## src/rtl/conv_engine.sv

```systemverilog
// Streaming KxK convolution: signed coefficients, adder-tree accumulate, divide/shift normalise, clamp, valid/ready.
// Optional saturation statistics counter is built when CONV_STATS_EN is defined.
module conv_engine #(
    parameter int K       = 3,
    parameter int PIX_W   = 8,
    parameter int COEF_W  = 8,
    parameter int SHIFT_W = 5
) (
    input  logic                  clk,
    input  logic                  rst_n,
    input  logic                  cfg_wr,
    input  logic [K*K*COEF_W-1:0] cfg_coef,
    input  logic                  cfg_mode,
    input  logic [SHIFT_W-1:0]    cfg_shift,
    output logic                  idle,
    input  logic                  in_valid,
    output logic                  in_ready,
    input  logic [K*K*PIX_W-1:0]  in_window,
    output logic                  out_valid,
    input  logic                  out_ready,
    output logic [PIX_W-1:0]      out_pixel,
    output logic                  out_clamped,
    output logic [15:0]           sat_count
);
    localparam int N      = K * K;
    localparam int L      = $clog2(N);
    localparam int PROD_W = PIX_W + COEF_W + 1;
    localparam int ACC_W  = PROD_W + L;
    localparam int WSUM_W = COEF_W + L;

    function automatic int level_cnt(input int lvl);
        int c;
        c = N;
        for (int j = 0; j < lvl; j++) c = (c + 1) / 2;
        return c;
    endfunction

    // Adder-tree levels are packed back to back in one node array; level 0 holds the products.
    function automatic int level_off(input int lvl);
        int o;
        o = 0;
        for (int j = 0; j < lvl; j++) o += level_cnt(j);
        return o;
    endfunction

    localparam int TOP   = level_off(L);
    localparam int NODES = TOP + 1;

    function automatic logic [N*COEF_W-1:0] identity_coef();
        logic [N*COEF_W-1:0] c;
        c = '0;
        c[(N/2)*COEF_W +: COEF_W] = {{(COEF_W-1){1'b0}}, 1'b1};
        return c;
    endfunction

    function automatic logic signed [WSUM_W-1:0] coef_sum(input logic [N*COEF_W-1:0] c);
        logic signed [WSUM_W-1:0] s;
        s = '0;
        for (int i = 0; i < N; i++)
            s = s + $signed({{L{c[i*COEF_W+COEF_W-1]}}, c[i*COEF_W +: COEF_W]});
        return s;
    endfunction

    // Pixel is zero-extended so it is never read as negative.
    function automatic logic signed [ACC_W-1:0] mul_ext(input logic [PIX_W-1:0] pix,
                                                        input logic [COEF_W-1:0] coef);
        logic signed [PROD_W-1:0] a;
        logic signed [PROD_W-1:0] b;
        logic signed [PROD_W-1:0] p;
        a = $signed({{COEF_W{1'b0}}, 1'b0, pix});
        b = $signed({{(PIX_W+1){coef[COEF_W-1]}}, coef});
        p = a * b;
        return {{L{p[PROD_W-1]}}, p};
    endfunction

    logic [N*COEF_W-1:0]      coef_r;
    logic                     mode_r;
    logic [SHIFT_W-1:0]       shift_r;
    logic signed [WSUM_W-1:0] wsum_r;
    logic [L:0]               valid_r;
    logic signed [ACC_W-1:0]  tree_r [NODES];
    logic signed [ACC_W-1:0]  prod_s [N];
    logic signed [ACC_W-1:0]  q_s;
    logic signed [ACC_W-1:0]  wsum_ext_s;
    logic [PIX_W-1:0]         pix_s;
    logic                     clamp_s;
    logic                     out_valid_r;
    logic [PIX_W-1:0]         out_pixel_r;
    logic                     out_clamped_r;
    logic                     en_s;
    logic                     accept_s;

    assign en_s        = !out_valid_r || out_ready;
    assign in_ready    = en_s && !cfg_wr;
    assign accept_s    = in_valid && in_ready;
    assign idle        = !(|valid_r) && !out_valid_r;
    assign out_valid   = out_valid_r;
    assign out_pixel   = out_pixel_r;
    assign out_clamped = out_clamped_r;

    // Configuration registers; writes are only honoured with an empty pipeline.
    always_ff @(posedge clk) begin
        if (!rst_n) begin
            coef_r  <= identity_coef();
            mode_r  <= 1'b0;
            shift_r <= '0;
            wsum_r  <= {{(WSUM_W-1){1'b0}}, 1'b1};
        end else if (cfg_wr && idle) begin
            coef_r  <= cfg_coef;
            mode_r  <= cfg_mode;
            shift_r <= cfg_shift;
            wsum_r  <= coef_sum(cfg_coef);
        end
    end

    // Per-tap products of the incoming window.
    always_comb begin
        for (int i = 0; i < N; i++)
            prod_s[i] = mul_ext(in_window[i*PIX_W +: PIX_W], coef_r[i*COEF_W +: COEF_W]);
    end

    // Product stage and adder tree; an unpaired operand is carried forward unchanged.
    always_ff @(posedge clk) begin
        if (en_s) begin
            for (int i = 0; i < N; i++) tree_r[i] <= prod_s[i];
            for (int g = 1; g <= L; g++) begin
                for (int i = 0; i < level_cnt(g); i++) begin
                    if (2 * i + 1 < level_cnt(g - 1))
                        tree_r[level_off(g) + i] <= tree_r[level_off(g - 1) + 2 * i]
                                                  + tree_r[level_off(g - 1) + 2 * i + 1];
                    else
                        tree_r[level_off(g) + i] <= tree_r[level_off(g - 1) + 2 * i];
                end
            end
        end
    end

    // Normalise the accumulated sum and clamp it into the pixel range.
    always_comb begin
        wsum_ext_s = {{(ACC_W-WSUM_W){wsum_r[WSUM_W-1]}}, wsum_r};
        q_s        = tree_r[TOP];
        pix_s      = '0;
        clamp_s    = 1'b0;
        if (mode_r) begin
            q_s = tree_r[TOP] >>> shift_r;
        end else if (!wsum_r[WSUM_W-1] && (wsum_r != '0)) begin
            q_s = tree_r[TOP] / wsum_ext_s;
        end else begin
            q_s = tree_r[TOP];
        end
        if (q_s[ACC_W-1]) begin
            pix_s   = '0;
            clamp_s = 1'b1;
        end else if (|q_s[ACC_W-2:PIX_W]) begin
            pix_s   = '1;
            clamp_s = 1'b1;
        end else begin
            pix_s   = q_s[PIX_W-1:0];
            clamp_s = 1'b0;
        end
    end

    // Stage valid bits and the output register; everything holds while downstream stalls.
    always_ff @(posedge clk) begin
        if (!rst_n) begin
            valid_r       <= '0;
            out_valid_r   <= 1'b0;
            out_pixel_r   <= '0;
            out_clamped_r <= 1'b0;
        end else if (en_s) begin
            valid_r     <= {valid_r[L-1:0], accept_s};
            out_valid_r <= valid_r[L];
            if (valid_r[L]) begin
                out_pixel_r   <= pix_s;
                out_clamped_r <= clamp_s;
            end
        end
    end

`ifdef CONV_STATS_EN
    logic [15:0] sat_count_r;

    // Count clamped results as they are handed downstream, saturating at all-ones.
    always_ff @(posedge clk) begin
        if (!rst_n) begin
            sat_count_r <= 16'h0000;
        end else if (out_valid_r && out_ready && out_clamped_r && (sat_count_r != 16'hFFFF)) begin
            sat_count_r <= sat_count_r + 16'h0001;
        end
    end

    assign sat_count = sat_count_r;
`else
    assign sat_count = 16'h0000;
`endif

endmodule

```

## config.mk

```make
export PLATFORM = sky130hd
export DESIGN_NAME = conv_engine
export DESIGN_NICKNAME = d
export VERILOG_FILES = /design/src/rtl/conv_engine.sv
export SDC_FILE = /design/constraint.sdc
export NUM_CORES = 2
export LEC_CHECK = 0
export ABC_AREA = 1
export ABC_CLOCK_PERIOD_IN_PS = 91100
export CORE_AREA = 2 2 307 460
export CTS_CLUSTER_DIAMETER = 60
export CTS_CLUSTER_SIZE = 28
export DETAILED_ROUTE_END_ITERATION = 7
export DIE_AREA = 0 0 309 462
export PLACE_DENSITY_LB_ADDON = 0.25
export SLEW_MARGIN = 10
export SYNTH_ARGS = -nofsm -noshare
export SYNTH_HDL_FRONTEND = slang
export SYNTH_SLANG_ARGS = --single-unit
```

## constraint.sdc

```tcl
create_clock -name clk -period 91.1 [get_ports clk]
set_input_delay 18.22 -clock clk [delete_from_list [all_inputs] [get_ports clk]]
set_output_delay 18.22 -clock clk [all_outputs]
set_load 0.1 [all_outputs]
```

# Yosys cells after proc, flatten, opt, wreduce, memory -nomap -nowiden

Memories as Yosys holds them, arrays and structs flattened.
Cells that the tools add are included.

Bits in read-only memories: 0
Bits in latches: 0
Input port bits: 155
Output and inout bits: 28
Register bits: 105
RAM bits: 420
Memories kept: 1
Logic and storage cells: 58

Reductions and logical operators: 14
Shift operators: 1
Eq/ne operators: 0
$lt $le $gt $ge: 0
Div/mod/pow operators: 1
Mux-type cells: 8
Multiply operators: 9
Add/sub/neg operators: 16
Bitwise logic cells: 0

Memory list:

| name   | words | width | read ports | clocked after Yosys merged registers in | wr ports | RTL line | source |
|---|---|---|---|---|---|---|---|
| tree_r | 20    | 21    | 20         | 0                                       | 20       | 81       | `logic signed [ACC_W-1:0] tree_r [NODES];` |

Operators by type and width:

| cell               | number |
|---|---|
| $add 21x21->21     | 8 |
| $mul 9x8->17       | 9 |
| $add 12x8->12      | 4 |
| $mux 21            | 2 |
| $div 21x21->21     | 1 |
| $sshr 21x5->21     | 1 |
| $mux 8             | 2 |
| $add 11x8->12      | 1 |
| $reduce_bool 12->1 | 1 |
| $reduce_or 12->1   | 1 |
| $add 10x8->11      | 1 |
| $add 9x8->10       | 1 |
| $add 8x8->9        | 1 |
| $logic_and 1x1->1  | 5 |
| $reduce_or 5->1    | 1 |
| $logic_not 1->1    | 4 |
| $mux 1             | 4 |
| $reduce_and 2->1   | 1 |
| $logic_or 1x1->1   | 1 |

# Logic depth before layout (Yosys ltp)

Depth in word-level cells: 8
Mapped depth: 302

# Worst setup path before layout

No wires, ideal clock.

Path kind: input port to output port
Start: input out_ready
End: output in_ready
Stages on the path: 2
Setup slack: 53.281 ns
Buffers on the path: 0
Arrival: 19.599 ns
Data required time: 72.880 ns
Path through: nor2_1 nor2_1

Longest elaborated chain between the ends: 2

Ends and longest elaborated chain:

| element           | RTL line | source |
|---|---|---|
| from (decl)       | 20       | `input logic out_ready,` |
| $logic_or 1x1->1  | 93       | `assign en_s = !out_valid_r \|\| out_ready;` |
| $logic_and 1x1->1 | 94       | `assign in_ready = en_s && !cfg_wr;` |
| to (decl)         | 17       | `output logic in_ready,` |

Every way passes these cells.

==> results.cfg <==
[placed_design]
globalplace.congestion = 0.918
hpwl_um = 116000
pre_cts_ws_ps = 45760
portBuffers = 166

[timing]
worst_pin_slew_ps = 1100
final-setup-viol-count = 0
fin_crit_sh = 0.498
rsz0062_at_grt = false
worst_slack_ps = 45740
fmax_mhz = 22.0
fin_skew_ps = 39.5
hold_viol_final = 0
finalSetupTns_ps = 0
slew_headroom = 0.264
slew_viol_final = 0
fin_crit_ps = 45360

[clock_tree]
numClockSinks = 477
cts_made_buffers = 50
clkLatencyLatePin_ps = 650
clockBufferDepth = 3
htreeDepth = 2
cts-resized-gates = 0
cts_setup_buffers = 0
root_buffer = clkbuf_16
ctsHoldBuffers = 0
cts_tree = built
clk_pin_slew_ps = 80

[floorplanning]
core_area_sq_um = 139000
dieArea_sq_um = 143000
io_pins = 183
die_y_um = 462
die_w_um = 309
start_util = 0.397
row_count = 168

[critical_path]
critical_path_arrival_ps = 45840
cp.required_ps = 91580
crit_type = reg2reg
startpoint = tree_r[4][63]
critPathMaxFanout = 27
startpoint_type = register
critPathMaxStageDelay_ps = 740
crit_slowest_cell = inv_1
worstReg2RegStart = tree_r[4][63]
rrSetupSlack_ps = 45740
critical_path.most_common_cell = nand2_1
critPathCaptureType = register

[global_routing]
first_global_vias = 43200
grt.overflow.total = 0
grt_max_degree = 86
grt_pass1_wl_um = 225000
antenna_found_initial = 5
grtUsageTotal = 0.199

[final_layout]
area_delta_synth_final_pct = 9.42
fillers = 14000
num-nets-final = 8066
layout-drive-gt1-share = 0.0572
multi_input_area_sq_um = 36200
final-seq-area_sq_um = 13300

[yosys]
ys_seq_elements = 477
synth_top_area_frac = 0.202
synth_area_leader_cell = edfxtp_1
synth_ff_type = edfxtp_1
synth-seq-area-share = 0.240
yosys_warnings = 0
synth_cells = 6668
synth_edf_count = 372
synth_cell_types = 76
ys_top_cells_by_count = nand2_1, inv_1, ha_1, a21oi_1, fa_1
synth_area_sq_um = 55200
synthArstFlopShare = 0
synth.most_common_cell = nand2_1
postSynthAreaPerCell_sq_um = 8.28
synth.area.top_cells = edfxtp_1, ha_1, fa_1

[routing]
initialDrtViolationCount = 2091
wl_um = 140000
antenna_left = 0
wl_per_cell_um = 16.2
via_per_inst = 4.92
first_pass_iters = 5
vias = 42500
drc_errors = 0

[job]
cap_viol_max_count = 0

[run_status]
status = complete, no violations

[min_path]
holdCritStartpoint = tree_r[4][14]
hold_class = reg2reg
## per-stage QoR
step,instance area (sq um),utilization,cells,hold slack (ps)
after detailed placement,58500,0.420,8546,405
after floorplan,55400,-,6727,400
final,60400,0.434,8645,404
after global placement,58500,0.420,8546,401
after global routing,60400,0.434,8641,398
after CTS,60400,0.434,8640,405
## per-layer routing
layer | vias up | track usage | part of all wire
li1 | 21400 | - | -
met1 | 20200 | 0.235 | 0.41
met2 | 740 | 0.374 | 0.52
met3 | 215 | 0.0180 | 0.040
met4 | 4 | 0.0645 | 0.034
met5 | - | 0 | 0.00015
## worst paths after layout
check	end	cells after the start
worst max-delay path	out_pixel[7]	267
worst min-delay path	tree_r[4][56]	0
worst max register to register	out_pixel[7]	267
worst min register to register	tree_r[4][56]	0
## worst max-delay path, delay by kind of cell, from the launching register on
kind	cells	cell delay [ps]
AO/OA/AOI/OAI	95	16620
AND/OR/NAND/NOR	101	14130
adder cells (fa/ha/maj)	23	7060
buffers and inverters	48	6810
flip-flops	1	430
## cell families after synthesis
group	after synthesis	share of synthesized area
AO/OA/AOI/OAI	1024	0.106
AND/OR/NAND/NOR	2023	0.156
other	2	0.000136
flip-flops	477	0.240
buffers and inverters	1539	0.108
XOR/XNOR	411	0.0652
adder cells (fa/ha/maj)	1183	0.323
multiplexers	9	0.00163
## cells in the final DEF (no fill, tap or decap), types with 51 or more instances in the layout
| cell | count |
|---|---|
| fa_1 | 400 |
| nand2_1 | 1262 |
| ha_1 | 783 |
| o21ai_0 | 319 |
| conb_1 | 61 |
| edfxtp_1 | 372 |
| nand3_1 | 167 |
| clkdlybuf4s50_1 | 165 |
| nor2_1 | 331 |
| clkbuf_16 | 51 |
| xnor2_1 | 134 |
| dfxtp_1 | 105 |
| or2_2 | 82 |
| inv_1 | 1245 |
| a21oi_1 | 450 |
| xor2_1 | 276 |
## cell type report
type	instances	area share
multi-input cells	4711	0.599
flip-flops and latches	477	0.220
inverters	1306	0.0814
well taps	1870	0.0387
repair buffers	182	0.0295
clock buffers	54	0.0215
clock inverters	40	0.00984
diodes	5	0.000207
## sequential cells by signal, indices dropped and copies added (netlist names)
register,flops
coef_r,72
tree_r,372
mode_r,1
valid_r,5
shift_r,5
out_valid,1
out_pixel,8
out_clamped,1
wsum_r,12
Power is left out: the tool's default activity adds up to more than one toggle a clock period on the data nets, which glitch-free logic cannot reach.
